<file path="config.mk">
export PLATFORM = sky130hd
export DESIGN_NAME = gate_manager_param
export DESIGN_NICKNAME = d
export VERILOG_FILES = /design/src/rtl/gate_manager_param.sv
export SDC_FILE = /design/constraint.sdc
export NUM_CORES = 1
export LEC_CHECK = 0
export BUFFER_PORTS_ARGS = -buffer_cell sky130_fd_sc_hd__buf_2
export CELL_PAD_IN_SITES_DETAIL_PLACEMENT = 1
export CELL_PAD_IN_SITES_GLOBAL_PLACEMENT = 1
export CORE_MARGIN = 1.5
export CORE_UTILIZATION = 41
export CTS_CLUSTER_SIZE = 24
export DETAILED_ROUTE_END_ITERATION = 6
export PLACE_DENSITY = 0.81
export SYNTH_ARGS = -nofsm -noshare
export SYNTH_HDL_FRONTEND = slang
export SYNTH_SLANG_ARGS = --single-unit
</file>
<file path="constraint.sdc">
create_clock -name clk -period 2.75 [get_ports clk]
set_input_delay 0 -clock clk [delete_from_list [all_inputs] [get_ports clk]]
set_output_delay 0 -clock clk [all_outputs]
set_load 0.05 [all_outputs]
</file>
<file path="src/rtl/gate_manager_param.sv">
// gate_manager_param: parking-gate controller with PIN retries, open timeout, lockout and admitted-vehicle count.
// Optional GATE_AUDIT_EN adds the lock_events counter and last_lock_cause outputs.
`default_nettype none

module gate_manager_param #(
    parameter int               PIN_W        = 16,
    parameter logic [PIN_W-1:0] RIGHT_PIN    = 16'h2468,
    parameter logic [PIN_W-1:0] UNLOCK_PIN   = 16'hA5A5,
    parameter int               MAX_TRIES    = 3,
    parameter int               OPEN_TIMEOUT = 255,
    parameter int               CAR_W        = 8
) (
    input  logic             clk,
    input  logic             rst,
    input  logic             s01,
    input  logic             s02,
    input  logic             pin_valid,
    input  logic [PIN_W-1:0] pin,
    output logic             gate,
    output logic             wrong_pin_alarm,
    output logic             lock_alarm,
    output logic [3:0]       tries,
`ifdef GATE_AUDIT_EN
    output logic [CAR_W-1:0] car_count,
    output logic [7:0]       lock_events,
    output logic [1:0]       last_lock_cause
`else
    output logic [CAR_W-1:0] car_count
`endif
);

    localparam int                 TIMER_W    = $clog2(OPEN_TIMEOUT + 1);
    localparam logic [TIMER_W-1:0] TIMER_LAST = TIMER_W'(OPEN_TIMEOUT - 1);
    localparam logic [3:0]         TRIES_MAX  = 4'(MAX_TRIES);

    typedef enum logic [3:0] {
        IDLE     = 4'b0001,
        WAIT_PIN = 4'b0010,
        OPEN     = 4'b0100,
        BLOCKED  = 4'b1000
    } state_t;

    state_t             state;
    state_t             state_nx;
    logic [3:0]         tries_nx;
    logic               wrong_nx;
    logic [TIMER_W-1:0] timer;
    logic [TIMER_W-1:0] timer_nx;
    logic [CAR_W-1:0]   car_nx;

    always_ff @(posedge clk) begin
        if (!rst) begin
            state           <= IDLE;
            tries           <= 4'd0;
            wrong_pin_alarm <= 1'b0;
            timer           <= '0;
            car_count       <= '0;
        end else begin
            state           <= state_nx;
            tries           <= tries_nx;
            wrong_pin_alarm <= wrong_nx;
            timer           <= timer_nx;
            car_count       <= car_nx;
        end
    end

    always_comb begin
        state_nx = state;
        tries_nx = tries;
        wrong_nx = wrong_pin_alarm;
        timer_nx = timer;
        car_nx   = car_count;
        case (state)
            IDLE: begin
                if (s01 && s02) begin
                    state_nx = BLOCKED;
                end else if (s01) begin
                    state_nx = WAIT_PIN;
                end
            end
            WAIT_PIN: begin
                if (s02) begin
                    state_nx = BLOCKED;
                end else if (pin_valid && (pin == RIGHT_PIN)) begin
                    state_nx = OPEN;
                    tries_nx = 4'd0;
                    wrong_nx = 1'b0;
                    timer_nx = '0;
                end else if (pin_valid) begin
                    tries_nx = tries + 4'd1;
                    wrong_nx = 1'b1;
                    if (tries_nx == TRIES_MAX) begin
                        state_nx = BLOCKED;
                    end
                end else if (!s01) begin
                    // tries/alarm deliberately survive the vehicle leaving
                    state_nx = IDLE;
                end
            end
            OPEN: begin
                timer_nx = timer + 1'b1;
                if (s02) begin
                    state_nx = IDLE;
                    if (car_count != '1) begin
                        car_nx = car_count + 1'b1;
                    end
                end else if (timer == TIMER_LAST) begin
                    state_nx = IDLE;
                end
            end
            BLOCKED: begin
                if (pin_valid && (pin == UNLOCK_PIN)) begin
                    state_nx = IDLE;
                    tries_nx = 4'd0;
                    wrong_nx = 1'b0;
                end
            end
            default: begin
                state_nx = IDLE;
            end
        endcase
    end

    assign gate       = (state == OPEN);
    assign lock_alarm = (state == BLOCKED);

`ifdef GATE_AUDIT_EN
    logic       lock_entry;
    logic [1:0] lock_cause;

    assign lock_entry = (state != BLOCKED) && (state_nx == BLOCKED);
    // Only IDLE and WAIT_PIN can enter BLOCKED; in WAIT_PIN a crossing outranks retries
    assign lock_cause = (state == IDLE) ? 2'b01 : (s02 ? 2'b10 : 2'b11);

    always_ff @(posedge clk) begin
        if (!rst) begin
            lock_events     <= 8'd0;
            last_lock_cause <= 2'b00;
        end else if (lock_entry) begin
            last_lock_cause <= lock_cause;
            if (lock_events != 8'hFF) begin
                lock_events <= lock_events + 8'd1;
            end
        end
    end
`endif

endmodule

`default_nettype wire

</file>
==> run summary, run 1 <==
vias after detailed routing -> 1307
Placeable Area -> 3310 um2
Port Buf Inserts -> 35
vias in the first global route -> 1315
Clock Tree Root -> clkbuf_4
share of cells above drive strength 1 -> 0.266
die area -> 3790 um2
IO Count -> 36
pre-CTS WS -> 0.942 ns
Setup-failing EPs final -> 0
Final Slew Violations -> 0
setup TNS -> 0 ns
# H-tree levels -> 1
worst-skew pair later-pin latency -> 0.33 ns
clock-pin slew on the worst setup and hold paths -> 0.15 ns
post-route ant nets -> 0
post-CTS setup buffers -> 0
CP max FO -> 10
f_max -> 542 MHz
fin crit period -> 1.85 ns
critical path's slowest cell -> nor4b_4
drt pass-1 iters -> 4
Post-CTS Hold Buffers -> 1
hold depth -> 4
ys flop type -> dfxtp_1
Power Total -> 671 uW
syn nets -> 192
Slew headroom -> 0.504
wirelength, routed -> 3470 um
yosys warns -> 0
busiest layer in global routing -> met2
most frequent cells in the layout -> buf_2 (35), dfxtp_1 (25), nor2_1 (22), nand2_1 (14), nor3_1 (11)
Cell Rows -> 21
register area share after synthesis -> 0.356
placer congestion estimate -> 0.766
status -> complete, no violations
EDFF count, synth -> 0
post-cts resize count -> 0
# DRC -> 0
HP Class -> in -> reg
syn_area_per_cell -> 8.46 um2
Die Ht -> 61.5 um
Antenna Diode Count -> 0
Final Skew -> 0.00541 ns
Max VDD drop -> 0.332 mV
placed wire-length estimate -> 2730 um
largest net degree at the start of global routing -> 17
Detailed Route Iter0 Violations -> 22
critical path type -> reg -> reg
final net count -> 230
first-pass GRT wire length -> 5800 um
total gr overflow -> 0
crit path launch type -> flip-flop
fill count -> 428
initial antenna violation count -> 0
average wire per standard cell -> 13.9 um
RSZ-0062 raised after global routing -> false
area growth from synthesis to layout -> 19.1%
max-cap viol count -> 0
Max clock buf depth -> 2
CTS tree -> built
Netlist Area Pre-Place -> 1410 um2
most common cell after layout, fill and taps aside -> buf_2
Die W -> 61.5 um
pwr/cell area -> 401 nW/um2
Worst-Margin Slew -> 0.739 ns
fraction of registers with async set/reset -> 0
met1 Usage GRT -> 0.250
r2r worst-path depth -> 4
Num Clock Sinks -> 25
P_leak -> 0.696 nW
Starting Density -> 0.424
max incr delay on CP -> 0.62 ns
crit path cell chain -> nor4b_4 -> o211ai_4 -> or3_1 -> a21oi_1
Synth cell types -> 46
GR Layer Usage met2 -> 0.367
GRT Util Overall -> 0.205
final setup margin -> 0.904 ns
Num CTS Buffers -> 3
M3 GR Usage -> 0.0441
Setup crit end kind -> flip-flop
Core Util, Final -> 0.505
CP Data Arrival Time -> 2.11 ns
final hold viol count -> 0
final worst path period share -> 0.671
drt via density -> 5.25
Mapped Cells -> 166
Crit path required time -> 3.02 ns
Fin Hold WS -> 0.190 ns
Yosys reg bits -> 25
==> cells in the mapped netlist (2+ instances only) <==
cell type  count  share of area
clkbuf_1       2         0.0053
or3b_2         2          0.012
nand2_1       14          0.037
nor4b_1        2          0.012
dfxtp_1       25           0.36
or2_2          3          0.013
xnor2_1        6          0.037
or2b_1         2          0.011
o21ai_0        8          0.028
nor3_1        11          0.039
nor2_1        22          0.059
nand4b_1       2          0.012
nand2b_1       3          0.013
a21oi_1        3          0.011
nor4_1         2         0.0089
nand4_1        4          0.018
and3_1         3          0.013
inv_1          7          0.019
xor2_1         7          0.044
nand3_1        8          0.028
ha_1           5          0.045
==> routing by layer <==
layer	vias up	part of all wire	wire, um
met5	-	0	0
met4	0	0.0086	30
met3	5	0.038	132
met2	23	0.50	1750
met1	616	0.45	1560
li1	663	-	-
==> final cells by class <==
class | instances | area, um2 | area share
Clock buffer | 3 | 22.5 | 0.0135
Clock inverter | 1 | 8.76 | 0.00524
Inverter | 7 | 26.3 | 0.0157
Multi-Input combinational cell | 131 | 872 | 0.521
Sequential cell | 25 | 500 | 0.299
Tap cell | 46 | 57.6 | 0.0344
Timing Repair Buffer | 36 | 185 | 0.111
==> sequential cells by signal, summed over array words and instances (netlist names) <==
register,cells
car_count,8
timer,8
state,4
tries,4
wrong_pin_alarm,1
==> critical path, delay by kind of cell, from the launching register on <==
kind | cells | cell delay (ns)
AO/OA/AOI/OAI | 2 | 0.37
flip-flops | 1 | 0.39
AND/OR/NAND/NOR | 2 | 1.02
==> path summary, 6_finish.rpt <==
kind | startpoint | end | slack, ns
worst max-delay path | state[0]$_SDFFE_PN1P_ | car_count[3]$_SDFFE_PN0P_ | 0.90
worst min register to register | wrong_pin_alarm$_SDFFE_PN0P_ | wrong_pin_alarm$_SDFFE_PN0P_ | 0.47
worst min-delay path | s02 | car_count[1]$_SDFFE_PN0P_ | 0.19
worst max register to register | state[0]$_SDFFE_PN1P_ | car_count[3]$_SDFFE_PN0P_ | 0.90
==> metrics by stage <==
stage | area (um2) | std cells
finish | 1670 | 249
detailed placement | 1630 | 244
CTS | 1670 | 249
floorplan | 1410 | 166
global placement | 1630 | 244
global route | 1670 | 249
==> report_power, final <==
group | internal [mW] | switching [mW]
clock | 0.0594 | 0.123
sequential | 0.372 | 0.0153
combinational | 0.0458 | 0.0556
==> logic make-up after synthesis <==
kind of cell             after synthesis  synth area share
buffers and inverters                 10            0.0276
AND/OR/NAND/NOR                       89             0.362
flip-flops                            25             0.356
adder cells (fa/ha/maj)                5            0.0445
AO/OA/AOI/OAI                         23             0.122
multiplexers                           1           0.00712
XOR/XNOR                              13            0.0810
Note: power is estimated with default switching activity, not from simulation.
==> inputs of run 2 (changes only) <==
Settings changed: CORE_UTILIZATION 41 to 34, PLACE_DENSITY 0.81 to 0.72.
Clock period 2.75 ns to 1.6 ns, I/O delays scaled along.
==> run 2 against run 1 <==
Effect of this change:
- the run now ends with setup timing left
- hold slack worse by 0.12 ns
- clock power grew 110%
- core utilization is 2.4 points lower
- register-to-register slack worse by 0.93 ns
- wire length rose by 11%
- sequential power is 75% higher
- first-iteration DRC count increased by 18%
- clock-buffer cell count is the same
- critical path type unchanged
==> run summary, run 2 (same netlist as run 1, synthesis figures left out) <==
placed wire-length estimate -> 2960 um
RSZ-0062 raised after global routing -> true
most frequent cells in the layout -> buf_2 (36), nor2_1 (22), dfxtp_1 (17), nand2_1 (13), buf_4 (10)
final hold viol count -> 0
drt via density -> 5.28
pre-CTS WS -> -0.103 ns
max incr delay on CP -> 0.41 ns
Worst-Margin Slew -> 0.460 ns
Regs by FF count -> car_count: 8 flops, timer: 8 flops
failing checks -> setup timing
pwr/cell area -> 675 nW/um2
Detailed Route Iter0 Violations -> 26
placed cell areas -> 1740 um2
Die W -> 67.3 um
Setup-failing EPs final -> 1
Cell Rows -> 23
drt pass-1 iters -> 4
share of cells above drive strength 1 -> 0.394
delay-heaviest family, CP -> simple AND/OR/NAND/NOR gates
critical path's slowest cell -> or3_4
Max VDD drop -> 0.461 mV
CTS tree -> built
Crit path required time -> 1.77 ns
CP Data Arrival Time -> 1.80 ns
clock-pin slew on the worst setup and hold paths -> 0.09 ns
most common cell after layout, fill and taps aside -> buf_2
initial antenna violation count -> 0
CP max FO -> 6
wirelength, routed -> 3870 um
final setup margin -> -0.0264 ns
IO Count -> 36
Fin Hold WS -> 0.0680 ns
die area -> 4530 um2
first-pass GRT wire length -> 5930 um
Starting Density -> 0.351
crit path cell chain -> or2_4 -> or3_4 -> a21oi_4 -> nand2_1 -> a22o_1
final net count -> 243
Num Clock Sinks -> 25
design area -> 1930 um2
Antenna Diode Count -> 0
f_max -> 615 MHz
post-route ant nets -> 0
largest net degree at the start of global routing -> 16
Final Skew -> 0.0105 ns
Final Slew Violations -> 0
Die Ht -> 67.3 um
area growth from synthesis to layout -> 37.0%
fin crit period -> 1.63 ns
Placeable Area -> 4000 um2
total gr overflow -> 0
Clock Tree Root -> clkbuf_8
final worst path period share -> 1.02
Post-CTS Hold Buffers -> 0
Num CTS Buffers -> 3
max-cap viol count -> 0
placer congestion estimate -> 0.771
Slew headroom -> 0.693
HP Class -> in -> reg
Setup crit end kind -> flip-flop
vias in the first global route -> 1377
Port Buf Inserts -> 35
Max clock buf depth -> 2
worst-skew pair later-pin latency -> 0.27 ns
average wire per standard cell -> 14.5 um
# DRC -> 0
P_leak -> 0.820 nW
critical path type -> reg -> reg
# H-tree levels -> 1
status -> finished with violations
vias after detailed routing -> 1404
GRT Util Overall -> 0.171
WP buf/inv -> 0
crit path launch type -> flip-flop
[run 2: what timing repair did]
item	4_1_cts	5_1_grt
setup endpoints to repair	6	15
gates resized for setup	7	13
buffers inserted	0	7
pin swaps	0	8
[run 2: layer usage]
layer | vias up | track usage | routed length, um
met5 | - | 0 | 0
met4 | 0 | 0.0536 | 20
met3 | 2 | 0.0167 | 165
met2 | 34 | 0.345 | 2120
met1 | 676 | 0.182 | 1560
li1 | 692 | - | -
[run 2: final cells by class]
| class | instances | area [um2] |
|---|---|---|
| Clock buffer | 3 | 41.3 |
| Clock inverter | 1 | 7.51 |
| Fill cell | 501 | 2070 |
| Inverter | 7 | 26.3 |
| Multi-Input combinational cell | 131 | 963 |
| Sequential cell | 25 | 518 |
| Tap cell | 50 | 62.6 |
| Timing Repair Buffer | 49 | 307 |
[run 2: power breakdown]
group / leakage, nW / internal (mW) / switching (mW)
clock network: 0.0217 / 0.176 / 0.202
logic: 0.593 / 0.125 / 0.120
registers: 0.206 / 0.645 / 0.0321
total: 0.820 / 0.946 / 0.354
[run 2: through the flow]
stage	setup TNS, ns	instances	total power [mW]	util
after floorplan	-5.28	166	0.811	-
after global placement	-0.00268	255	0.887	0.435
after detailed placement	-0.250	255	0.897	0.435
after CTS	-0.00812	259	1.28	0.455
after global routing	-0.610	266	1.37	0.481
final	-0.0264	266	1.30	0.481
[run 2: final timing paths]
kind | slack, ns | cells after the start | from | to
worst min register to register | 0.44 | 2 | wrong_pin_alarm$_SDFFE_PN0P_ | wrong_pin_alarm$_SDFFE_PN0P_
worst max register to register | -0.03 | 5 | state[3]$_SDFFE_PN0P_ | state[3]$_SDFFE_PN0P_
worst max-delay path | -0.03 | 5 | state[3]$_SDFFE_PN0P_ | state[3]$_SDFFE_PN0P_
worst min-delay path | 0.07 | 3 | rst | wrong_pin_alarm$_SDFFE_PN0P_
[run 2: worst reg2reg max path: cells and delay by family (launching register included)]
| family | cells | cell delay (ns) |
|---|---|---|
| and+or+nand+nor | 3 | 0.78 |
| AOI/OAI and AO/OA | 2 | 0.39 |
| DFF | 1 | 0.37 |
==> inputs of run 3 (changes only) <==
Settings changed: CELL_PAD_IN_SITES_DETAIL_PLACEMENT 1 to not set, CELL_PAD_IN_SITES_GLOBAL_PLACEMENT 1 to not set, CORE_MARGIN 1.5 to not set, CORE_UTILIZATION 34 to 47, PLACE_DENSITY 0.72 to 0.73, RECOVER_POWER set to 100.
==> run 3 against run 2 <==
Effect of this change:
- the run ends with DRC left
- core utilization increased by 16 points
- setup slack improved by 0.072 ns
- largest cell class unchanged
- sequential power about the same
- clock skew fell by 0.0050 ns
- wire length is 22% lower
- combinational power shrank 21%
==> run summary, run 3 (same netlist as run 1, synthesis figures left out) <==
status -> finished with violations
failing checks -> DRC
pre-CTS WS -> -0.0636 ns
share of cells above drive strength 1 -> 0.307
Max VDD drop -> 0.422 mV
Antenna Diode Count -> 0
drt pass-1 iters -> 6
P_leak -> 0.725 nW
die area -> 3210 um2
final net count -> 239
Worst-Margin Slew -> 0.608 ns
crit path launch type -> flip-flop
GRT Util Overall -> 0.188
most frequent cells in the layout -> nor2_1 (22), buf_2 (21), dfxtp_1 (18), nand2_1 (14), clkbuf_1 (13)
Core Util, Final -> 0.640
vias in the first global route -> 1168
Final Slew Violations -> 0
Num CTS Buffers -> 3
worst-skew pair later-pin latency -> 0.31 ns
Die W -> 56.7 um
Max clock buf depth -> 2
Placeable Area -> 2810 um2
Sw Share -> 0.273
Die Ht -> 56.7 um
wirelength, routed -> 3030 um
average wire per standard cell -> 12.5 um
total gr overflow -> 0
setup TNS -> 0 ns
placed wire-length estimate -> 2250 um
r2r setup slk -> 0.05 ns
final worst path period share -> 0.971
Detailed Route Iter0 Violations -> 42
initial antenna violation count -> 0
CP max FO -> 5
RSZ-0062 raised after global routing -> true
Setup-failing EPs final -> 0
clock-pin slew on the worst setup and hold paths -> 0.13 ns
final hold viol count -> 0
Starting Density -> 0.501
# H-tree levels -> 1
f_max -> 643 MHz
largest net degree at the start of global routing -> 15
area growth from synthesis to layout -> 27.8%
Fin Hold WS -> 0.177 ns
CTS tree -> built
Final Skew -> 0.00549 ns
vias after detailed routing -> 1350
Port Buf Inserts -> 35
Crit path required time -> 1.85 ns
Clock Tree Root -> clkbuf_4
critical path type -> reg -> reg
IO Count -> 36
HP Class -> in -> reg
drt via density -> 5.56
Psw -> 312 uW
Num Clock Sinks -> 25
Seq pwr share -> 0.591
Cell Rows -> 19
Setup crit end kind -> flip-flop
clock network power share -> 0.239
Pint -> 832 uW
post-route ant nets -> 0
CP Data Arrival Time -> 1.81 ns
fin crit period -> 1.55 ns
max-cap viol count -> 0
Regs by FF count -> car_count: 8 flops, timer: 8 flops
pwr/cell area -> 637 nW/um2
most common cell after layout, fill and taps aside -> nor2_1
final setup margin -> 0.0457 ns
placer congestion estimate -> 0.829
Logic pwr share -> 0.170
first-pass GRT wire length -> 4870 um
Slew headroom -> 0.596
# DRC -> 10
run 3: cell types whose count changed in the layout (fill, tap and decap cells not counted), moves of 2 or more:
| cell | before | now |
|---|---|---|
| clkbuf_2 | 0 | 2 |
| buf_12 | 2 | 0 |
| buf_4 | 10 | 6 |
| clkbuf_8 | 3 | 0 |
| clkbuf_1 | 0 | 13 |
| clkbuf_4 | 0 | 3 |
| buf_2 | 36 | 21 |
run 3: critical path: stages (launching register included):
cell and delay (ns):
dfxtp_4 0.39, nand3b_1 0.20, or3_4 0.41, a2111oi_2 0.33
o21ai_1 0.08, o21ai_1 0.08
run 3: final cells by class:
class	instances	area (um2)
clock buffers	3	22.5
fillers	249	1010
multi-input cells	132	956
flip-flops and latches	25	517
inverters	7	26.3
repair buffers	44	230
clock inverters	1	5.00
well taps	31	38.8
run 3: metal layers:
layer  wire [um]  part of all wire  GRT usage
met1        1410              0.47      0.228
met3         135             0.045     0.0230
met4          38             0.013     0.0536
met2        1440              0.48      0.345
met5           0                 0          0
run 3: final timing paths:
kind	from	endpoint	cells after the start
setup / recovery	state[0]$_SDFFE_PN1P_	tries[2]$_SDFFE_PN0P_	5
hold / removal	s02	car_count[1]$_SDFFE_PN0P_	4
setup reg to reg	state[0]$_SDFFE_PN1P_	tries[2]$_SDFFE_PN0P_	5
hold reg to reg	wrong_pin_alarm$_SDFFE_PN0P_	wrong_pin_alarm$_SDFFE_PN0P_	2
run 3: what timing repair did:
action	CTS	global route
hold endpoints to repair	1	0
cloned	0	1
gates resized for setup	5	10
setup buffers	1	3
hold buffers	1	0
endpoints found under the setup margin	6	15
pin swaps	0	6
run 3: metrics by stage:
step	power, mW	cells	cell area, um2
global placement	0.859	233	1680
global route	1.20	243	1800
detailed placement	0.866	233	1680
CTS	1.14	239	1750
floorplan	0.811	166	1450
finish	1.14	243	1800
run 3: power groups by stage:
stage / clock network, mW / registers [mW] / logic (mW)
3_3_place_gp: 0 / 0.685 / 0.174
2_1_floorplan: 0 / 0.687 / 0.124
5_1_grt: 0.311 / 0.680 / 0.213
6_report: 0.274 / 0.676 / 0.194
4_1_cts: 0.285 / 0.675 / 0.185
3_5_place_dp: 0 / 0.687 / 0.179
